**src/rtl/cplx_mag_calc.sv**
```systemverilog
// Three-stage complex magnitude pipeline: exact |z|^2 or max+min/2 estimate, per-frame mode.
// Optional bin index on m_axis_tuser when CMAG_BIN_IDX_EN is defined.
module cplx_mag_calc #(
    parameter int DATA_W = 16,
    parameter int BIN_W  = 10,
    localparam int OUT_W = 2*DATA_W+1
) (
    input  logic                  aclk,
    input  logic                  areset,
    input  logic [2*DATA_W-1:0]   s_axis_tdata,
    input  logic                  s_axis_tvalid,
    output logic                  s_axis_tready,
    input  logic                  s_axis_tlast,
    input  logic                  mode,
    output logic [OUT_W-1:0]      m_axis_tdata,
    output logic                  m_axis_tvalid,
    input  logic                  m_axis_tready,
    output logic                  m_axis_tlast
`ifdef CMAG_BIN_IDX_EN
    ,
    output logic [BIN_W-1:0]      m_axis_tuser
`endif
);
    localparam int SQ_W = 2*DATA_W;

    function automatic logic [DATA_W-1:0] abs_u(input logic signed [DATA_W-1:0] x);
        logic [DATA_W-1:0] ux;
        ux = x;
        return x[DATA_W-1] ? (~ux + DATA_W'(1)) : ux;
    endfunction

    function automatic logic [SQ_W-1:0] sq_u(input logic [DATA_W-1:0] a);
        return {{DATA_W{1'b0}}, a} * {{DATA_W{1'b0}}, a};
    endfunction

    function automatic logic [OUT_W-1:0] add_u(input logic [SQ_W-1:0] a, input logic [SQ_W-1:0] b);
        return {1'b0, a} + {1'b0, b};
    endfunction

    logic                     vld_p1_q, vld_p1_d, vld_p2_q, vld_p2_d, vld_p3_q, vld_p3_d;
    logic                     last_p1_q, last_p1_d, last_p2_q, last_p2_d, last_p3_q, last_p3_d;
    logic                     mode_p1_q, mode_p1_d;
    logic [DATA_W-1:0]        re_abs_p1_q, re_abs_p1_d, im_abs_p1_q, im_abs_p1_d;
    logic [SQ_W-1:0]          hi_p2_q, hi_p2_d, lo_p2_q, lo_p2_d;
    logic [OUT_W-1:0]         sum_p3_q, sum_p3_d;
    logic                     first_q, first_d, fmode_q, fmode_d;
    logic                     ce, acc, beat_mode;
    logic [DATA_W-1:0]        mx, mn;

    assign ce            = !vld_p3_q || m_axis_tready;
    assign s_axis_tready = ce;
    assign acc           = s_axis_tvalid && ce;
    // The first beat of a frame uses the live mode input; later beats use the latched one.
    assign beat_mode     = first_q ? mode : fmode_q;

    assign m_axis_tdata  = sum_p3_q;
    assign m_axis_tvalid = vld_p3_q;
    assign m_axis_tlast  = last_p3_q;

`ifdef CMAG_BIN_IDX_EN
    logic [BIN_W-1:0] cnt_q, cnt_d;
    logic [BIN_W-1:0] bin_p1_q, bin_p1_d, bin_p2_q, bin_p2_d, bin_p3_q, bin_p3_d;
    assign m_axis_tuser = bin_p3_q;

    always_comb begin
        cnt_d    = cnt_q;
        bin_p1_d = bin_p1_q;
        bin_p2_d = bin_p2_q;
        bin_p3_d = bin_p3_q;
        if (acc) begin
            cnt_d = s_axis_tlast ? '0 : cnt_q + BIN_W'(1);
        end
        if (ce) begin
            bin_p1_d = cnt_q;
            bin_p2_d = bin_p1_q;
            bin_p3_d = bin_p2_q;
        end
    end

    always_ff @(posedge aclk) begin
        if (areset) begin
            cnt_q <= '0;
        end else begin
            cnt_q <= cnt_d;
        end
        bin_p1_q <= bin_p1_d;
        bin_p2_q <= bin_p2_d;
        bin_p3_q <= bin_p3_d;
    end
`else
    logic unused_bin_w;
    assign unused_bin_w = (BIN_W > 0);
`endif

    always_comb begin
        vld_p1_d    = vld_p1_q;
        vld_p2_d    = vld_p2_q;
        vld_p3_d    = vld_p3_q;
        last_p1_d   = last_p1_q;
        last_p2_d   = last_p2_q;
        last_p3_d   = last_p3_q;
        mode_p1_d   = mode_p1_q;
        re_abs_p1_d = re_abs_p1_q;
        im_abs_p1_d = im_abs_p1_q;
        hi_p2_d     = hi_p2_q;
        lo_p2_d     = lo_p2_q;
        sum_p3_d    = sum_p3_q;
        first_d     = first_q;
        fmode_d     = fmode_q;
        mx          = (re_abs_p1_q >= im_abs_p1_q) ? re_abs_p1_q : im_abs_p1_q;
        mn          = (re_abs_p1_q >= im_abs_p1_q) ? im_abs_p1_q : re_abs_p1_q;

        if (acc) begin
            first_d = s_axis_tlast;
            if (first_q) begin
                fmode_d = mode;
            end
        end

        if (ce) begin
            // ---- S1: operand magnitudes ----
            vld_p1_d    = s_axis_tvalid;
            last_p1_d   = s_axis_tlast;
            mode_p1_d   = beat_mode;
            re_abs_p1_d = abs_u(s_axis_tdata[DATA_W-1:0]);
            im_abs_p1_d = abs_u(s_axis_tdata[2*DATA_W-1:DATA_W]);
            // ---- S2: squares, or max and half-min, so S3 is a plain add in both modes ----
            vld_p2_d    = vld_p1_q;
            last_p2_d   = last_p1_q;
            if (mode_p1_q) begin
                hi_p2_d = {{DATA_W{1'b0}}, mx};
                lo_p2_d = {{DATA_W{1'b0}}, mn >> 1};
            end else begin
                hi_p2_d = sq_u(re_abs_p1_q);
                lo_p2_d = sq_u(im_abs_p1_q);
            end
            // ---- S3: sum drives the output port ----
            vld_p3_d    = vld_p2_q;
            last_p3_d   = last_p2_q;
            sum_p3_d    = add_u(hi_p2_q, lo_p2_q);
        end
    end

    always_ff @(posedge aclk) begin
        if (areset) begin
            vld_p1_q  <= 1'b0;
            vld_p2_q  <= 1'b0;
            vld_p3_q  <= 1'b0;
            last_p1_q <= 1'b0;
            last_p2_q <= 1'b0;
            last_p3_q <= 1'b0;
            sum_p3_q  <= '0;
            first_q   <= 1'b1;
            fmode_q   <= 1'b0;
        end else begin
            vld_p1_q  <= vld_p1_d;
            vld_p2_q  <= vld_p2_d;
            vld_p3_q  <= vld_p3_d;
            last_p1_q <= last_p1_d;
            last_p2_q <= last_p2_d;
            last_p3_q <= last_p3_d;
            sum_p3_q  <= sum_p3_d;
            first_q   <= first_d;
            fmode_q   <= fmode_d;
        end
    end

    always_ff @(posedge aclk) begin
        mode_p1_q   <= mode_p1_d;
        re_abs_p1_q <= re_abs_p1_d;
        im_abs_p1_q <= im_abs_p1_d;
        hi_p2_q     <= hi_p2_d;
        lo_p2_q     <= lo_p2_d;
    end
endmodule

```
**config.mk**
```make
export PLATFORM = sky130hd
export DESIGN_NAME = cplx_mag_calc
export DESIGN_NICKNAME = d
export VERILOG_FILES = /design/src/rtl/cplx_mag_calc.sv
export SDC_FILE = /design/constraint.sdc
export NUM_CORES = 1
export LEC_CHECK = 0
export CAP_MARGIN = 30
export CORE_MARGIN = 1
export CORE_UTILIZATION = 62
export CTS_BUF_LIST = sky130_fd_sc_hd__clkbuf_4 sky130_fd_sc_hd__clkbuf_8
export DETAILED_ROUTE_END_ITERATION = 12
export PLACE_DENSITY = 0.85
export SLEW_MARGIN = 20
export SYNTH_ARGS = -nofsm -noshare
export SYNTH_HDL_FRONTEND = slang
export SYNTH_SLANG_ARGS = --single-unit
```
**constraint.sdc**
```tcl
create_clock -name aclk -period 17.24 [get_ports aclk]
set_clock_uncertainty 0.05 [all_clocks]
set_input_delay 4.31 -clock aclk [delete_from_list [all_inputs] [get_ports aclk]]
set_output_delay 4.31 -clock aclk [all_outputs]
set_load 0.02 [all_outputs]
```
Word-level counts from Yosys, hierarchy flattened
Cells that the tools add are included.
{"block": "word_totals", "reg_bits": 138, "word_cells": 36}
{"block": "op_classes", "n_reduce_logical": 3, "muxes": 7, "mul": 2, "n_addsub": 3, "bitwise": 2, "magnitude_cmp": 1}
{"operator": "16-bit by 16-bit multiplier with 32-bit output", "n": 2}
{"operator": "16-bit two-way mux", "n": 3}
{"operator": "15-bit two-way mux", "n": 3}
{"operator": "32-bit by 32-bit adder with 33-bit output", "n": 1}
{"operator": "16-bit by 1-bit adder with 16-bit output (second input constant)", "n": 2}
{"operator": "16-bit inverter", "n": 2}
{"operator": "16-bit >= comparator", "n": 1}
{"operator": "1-bit logical AND", "n": 1}
{"operator": "1-bit logical NOT", "n": 1}
{"operator": "1-bit logical OR", "n": 1}
{"operator": "1-bit two-way mux", "n": 1}

Logic depth before layout (Yosys ltp)
{"block": "logic_depth", "ltp_word": 3, "depth_mapped": 26, "ltp_nobuf": 23}

Worst setup path before layout
No wires, ideal clock.
{"block": "synth_path", "path_kind": "input-to-output", "start": "in m_axis_tready", "end": "out s_axis_tready", "arrival_time_ns": 7.482, "cell_stages": 3, "required_time_ns": 12.880, "setup_slack_ns": 5.398, "cell_sequence": "nor2b_1 clkinv_1 clkbuf_1"}
{"block": "synth_via", "elab_chain_cells": 1}
{"element": "start: declaration", "line": "17", "rtl": "input logic m_axis_tready,"}
{"element": "1-bit logical OR", "line": "50", "rtl": "assign ce = !vld_p3_q || m_axis_tready;"}
{"element": "end: declaration", "line": "12", "rtl": "output logic s_axis_tready,"}
No other way between the ends.

Worst setup path in the final report
Same ends and word-level chain as after synthesis.

==> run summary <==
The post-layout utilization of the core was 67.4%. The tools report the critical path startpoint category as an input port. Setup violations remaining at the end of the flow were counted as 0. Once the floorplan was initialized, standard cells occupied 63.2% of the core.

Entering global routing, the biggest net connects 92 pins. The logs give 0 for the count of antenna diodes in the layout and 2 for the maximum buffer depth of the clock tree. The via count of the first global-routing pass came out at 17800. The final hold violation count was 0; the detailed-router iteration count before antenna repair was 6.

The type of the most critical hold path was reg -> reg. The fraction of final layout cells sized beyond drive strength 1 came out at 3.50%. In the final routed layout, each cell accounts on average for 18.4 um. The synthesized design contains 97 enable-type register cells. The critical path's slowest cell is clkdlybuf4s50_1. The placeable core region came out at 35600 um2.

Sequential cells were found to cover 16.6% of the synthesized design area. The net count after synthesis was 3099. The die height was 192 um. At the pin with the least slew margin, the transition time is 1.06 ns. The number of flip-flops and latches in the synthesized netlist works out to 138. The kind of critical path was in -> out. Nature of the critical path endpoint: a primary output. Number of clock sinks seen by CTS: 138. Hold repair after CTS inserted 0 buffers. Overall track demand over capacity in global routing: 30.7%. Counting instances in the post-synthesis netlist gives the leading cell types as inv_1, fa_1, nand2_1.

After synthesis, the share of flip-flops with an asynchronous set or reset is 0%. Data arrives at the worst endpoint at 6.37 ns. After synthesis, the cell types taking the most area are fa_1, ha_1, edfxtp_1, inv_1, nand2_1. After synthesis, the largest area contributor takes up 29.1% of total cell area. Synthesized-area fraction occupied by ao, oa, aoi and oai cells: 10.8%. For the final routed database, the setup TNS stands at 0 ns. The count of vias placed by the detailed router is 17300.

After clock tree synthesis, the clock-pin slew on the worst setup and hold paths is 0.08 ns. Detailed placement finished with a half-perimeter wire length of 43.3 mm. By area, the combinational part of the netlist is dominated by adder cells. Most used cell along the critical path: clkdlybuf4s50_1.

The synthesized-area fraction occupied by xor and xnor cells is 4.76%, and the max-capacitance violation count is 0. The post-synthesis cell type count was 83; the first-pass GRT wire length was 87.6 mm. Synthesis produced 2485 cells. In this run the post-CTS setup repair buffer count came out at 0. Of the post-synthesis cell area, the part taken by muxes is 1.63%. In the routed design, unresolved DRC markers number 0. The tools report the smallest setup slack after layout as 6.51 ns.

The clock buffer count from CTS is 17, and the number of nets in the layout is 3117. In this run the tightest slew margin relative to its limit is 29.5%. For the remaining number of nets flagged by the antenna check after routing, the log shows 0. The synthesized netlist occupies a cell area of 22500 um2. Summing the areas of all and, or, nand and nor instances in the mapped netlist gives 12.7% of the synthesized area. Port buffering added 73 buffers.

From synthesis to final layout, the design area changed by 6.77%. In the post-synthesis netlist, the cell with the most instances is inv_1. CTS built an H-tree with a depth of 4. The post-detailed-route via-to-cell ratio was 5.80. Prior to clock tree synthesis, the placed netlist has a worst setup slack of 6.50 ns. The clock reaches the later pin of the worst-skew pair after 0.47 ns. Fill cells in the final layout number 2753. For this run, the top clock speed supported by timing is 0.0932 GHz. For the final-report max-slew violation count, the log shows 0. Setup repair after global routing left no endpoint under its margin. The worst register-to-register path has a depth of 23.

Dividing the synthesized area by the synthesized cell count gives 9.04 um2. For this block, the initial DRC count from the detailed router was 1425. Once the clock tree was built, the resizer swapped 0 gates to a different size. After global routing the overflow that remains totals 0. Clock period minus final worst setup slack: 10.73 ns.

After floorplanning, the core was divided into 69 placement rows. Clock tree synthesis selected as its root buffer the cell clkbuf_8. The number of antenna violations at the first check in global routing is 0.

The adder-cell area share of the yosys netlist was 43.0%. The chip width is 192 um. The run finished with clean final reports.

For this run, the slowest stage of the critical path takes 0.73 ns. Along the worst path, the maximum fanout reaches 65. For the worst setup path, the data required time is 12.88 ns. The post-route fraction of the period consumed by the critical path was 62.2%. Among all flip-flop cells after synthesis, the most frequent one is edfxtp_1. The tools report the number of primary I/O pins as 74.

The sum of routed wire length over all layers is 54.7 mm. The signal on the critical path passes through clkdlybuf4s50_1, nor2b_2, buf_4, inv_4, clkdlybuf4s50_1. Of all cell types, the one taking the most synthesized area is fa_1. For the total number of yosys warnings, the log shows 0. The die area is 37000 um2, and the cell depth of the worst min-delay path is 2. The congestion estimate from routability-driven global placement came to 0.935. TritonCTS built the clock tree.
state kept, by name (all words and copies together), names as in the netlist:
signal	flops
fmode_q	1
m_axis_tvalid	1
lo_p2_q	32
mode_p1_q	1
m_axis_tdata	33
last_p2_q	1
vld_p2_q	1
m_axis_tlast	1
im_abs_p1_q	16
re_abs_p1_q	16
last_p1_q	1
first_q	1
hi_p2_q	32
vld_p1_q	1
cells in the final DEF (no fill, tap or decap), types with 43 or more instances in the layout:
cell type        count
clkdlybuf4s50_1     73
nor2_1             171
fa_1               326
a21oi_1            128
ha_1               250
nand2_1            260
and2_1              52
edfxtp_1            97
xnor2_1             84
inv_1              527
a21o_1              43
cell type report:
type	instances	area, um2	area share, %
multi-input combinational	1723	16400	68.3
sequential	138	3730	15.6
tap	461	577	2.40
timing repair buffer	89	878	3.66
clock buffer	17	234	0.976
inverter	534	2010	8.37
clock inverter	15	179	0.746
cell families (layout without fill, tap and decap cells):
| group | after synthesis | count (layout) |
|---|---|---|
| XOR/XNOR | 122 | 122 |
| multiplexers | 36 | 36 |
| buffers and inverters | 624 | 655 |
| AO/OA/AOI/OAI | 358 | 358 |
| AND/OR/NAND/NOR | 631 | 631 |
| adder cells (fa/ha/maj) | 576 | 576 |
| flip-flops | 138 | 138 |
stage by stage:
stage / hold WS, ns / cells / area [um2]
finish: 0.401 / 2977 / 24000
global route: 0.422 / 2977 / 24000
detailed placement: 0.395 / 2944 / 23600
CTS: 0.406 / 2976 / 24000
global placement: 0.388 / 2943 / 23500
floorplan: 0.382 / 2485 / 22500
critical path: cells and delay by family:
family	cells	cell delay (ns)
and+or+nand+nor	1	0.04
buffers and inverters	4	2.00
worst paths after layout:
path	from	slack, ns	endpoint
max reg2reg	im_abs_p1_q[2]	9.75	lo_p2_q[26]
min	m_axis_tdata[15]	0.40	m_axis_tdata[15]
min reg2reg	m_axis_tdata[15]	0.40	m_axis_tdata[15]
max	m_axis_tready	6.51	s_axis_tready
per-layer routing:
layer	vias up	part of all wire, %	wire length, um	track usage (%)
met5	-	0	0	0
met4	0	3.6	1980	11.9
met3	151	8.9	4880	6.96
met2	717	46	25400	49.4
met1	8390	41	22400	40.3
li1	7994	-	-	-
Power is left out: the tool's default activity adds up to more than one toggle a clock period on the data nets, which glitch-free logic cannot reach.
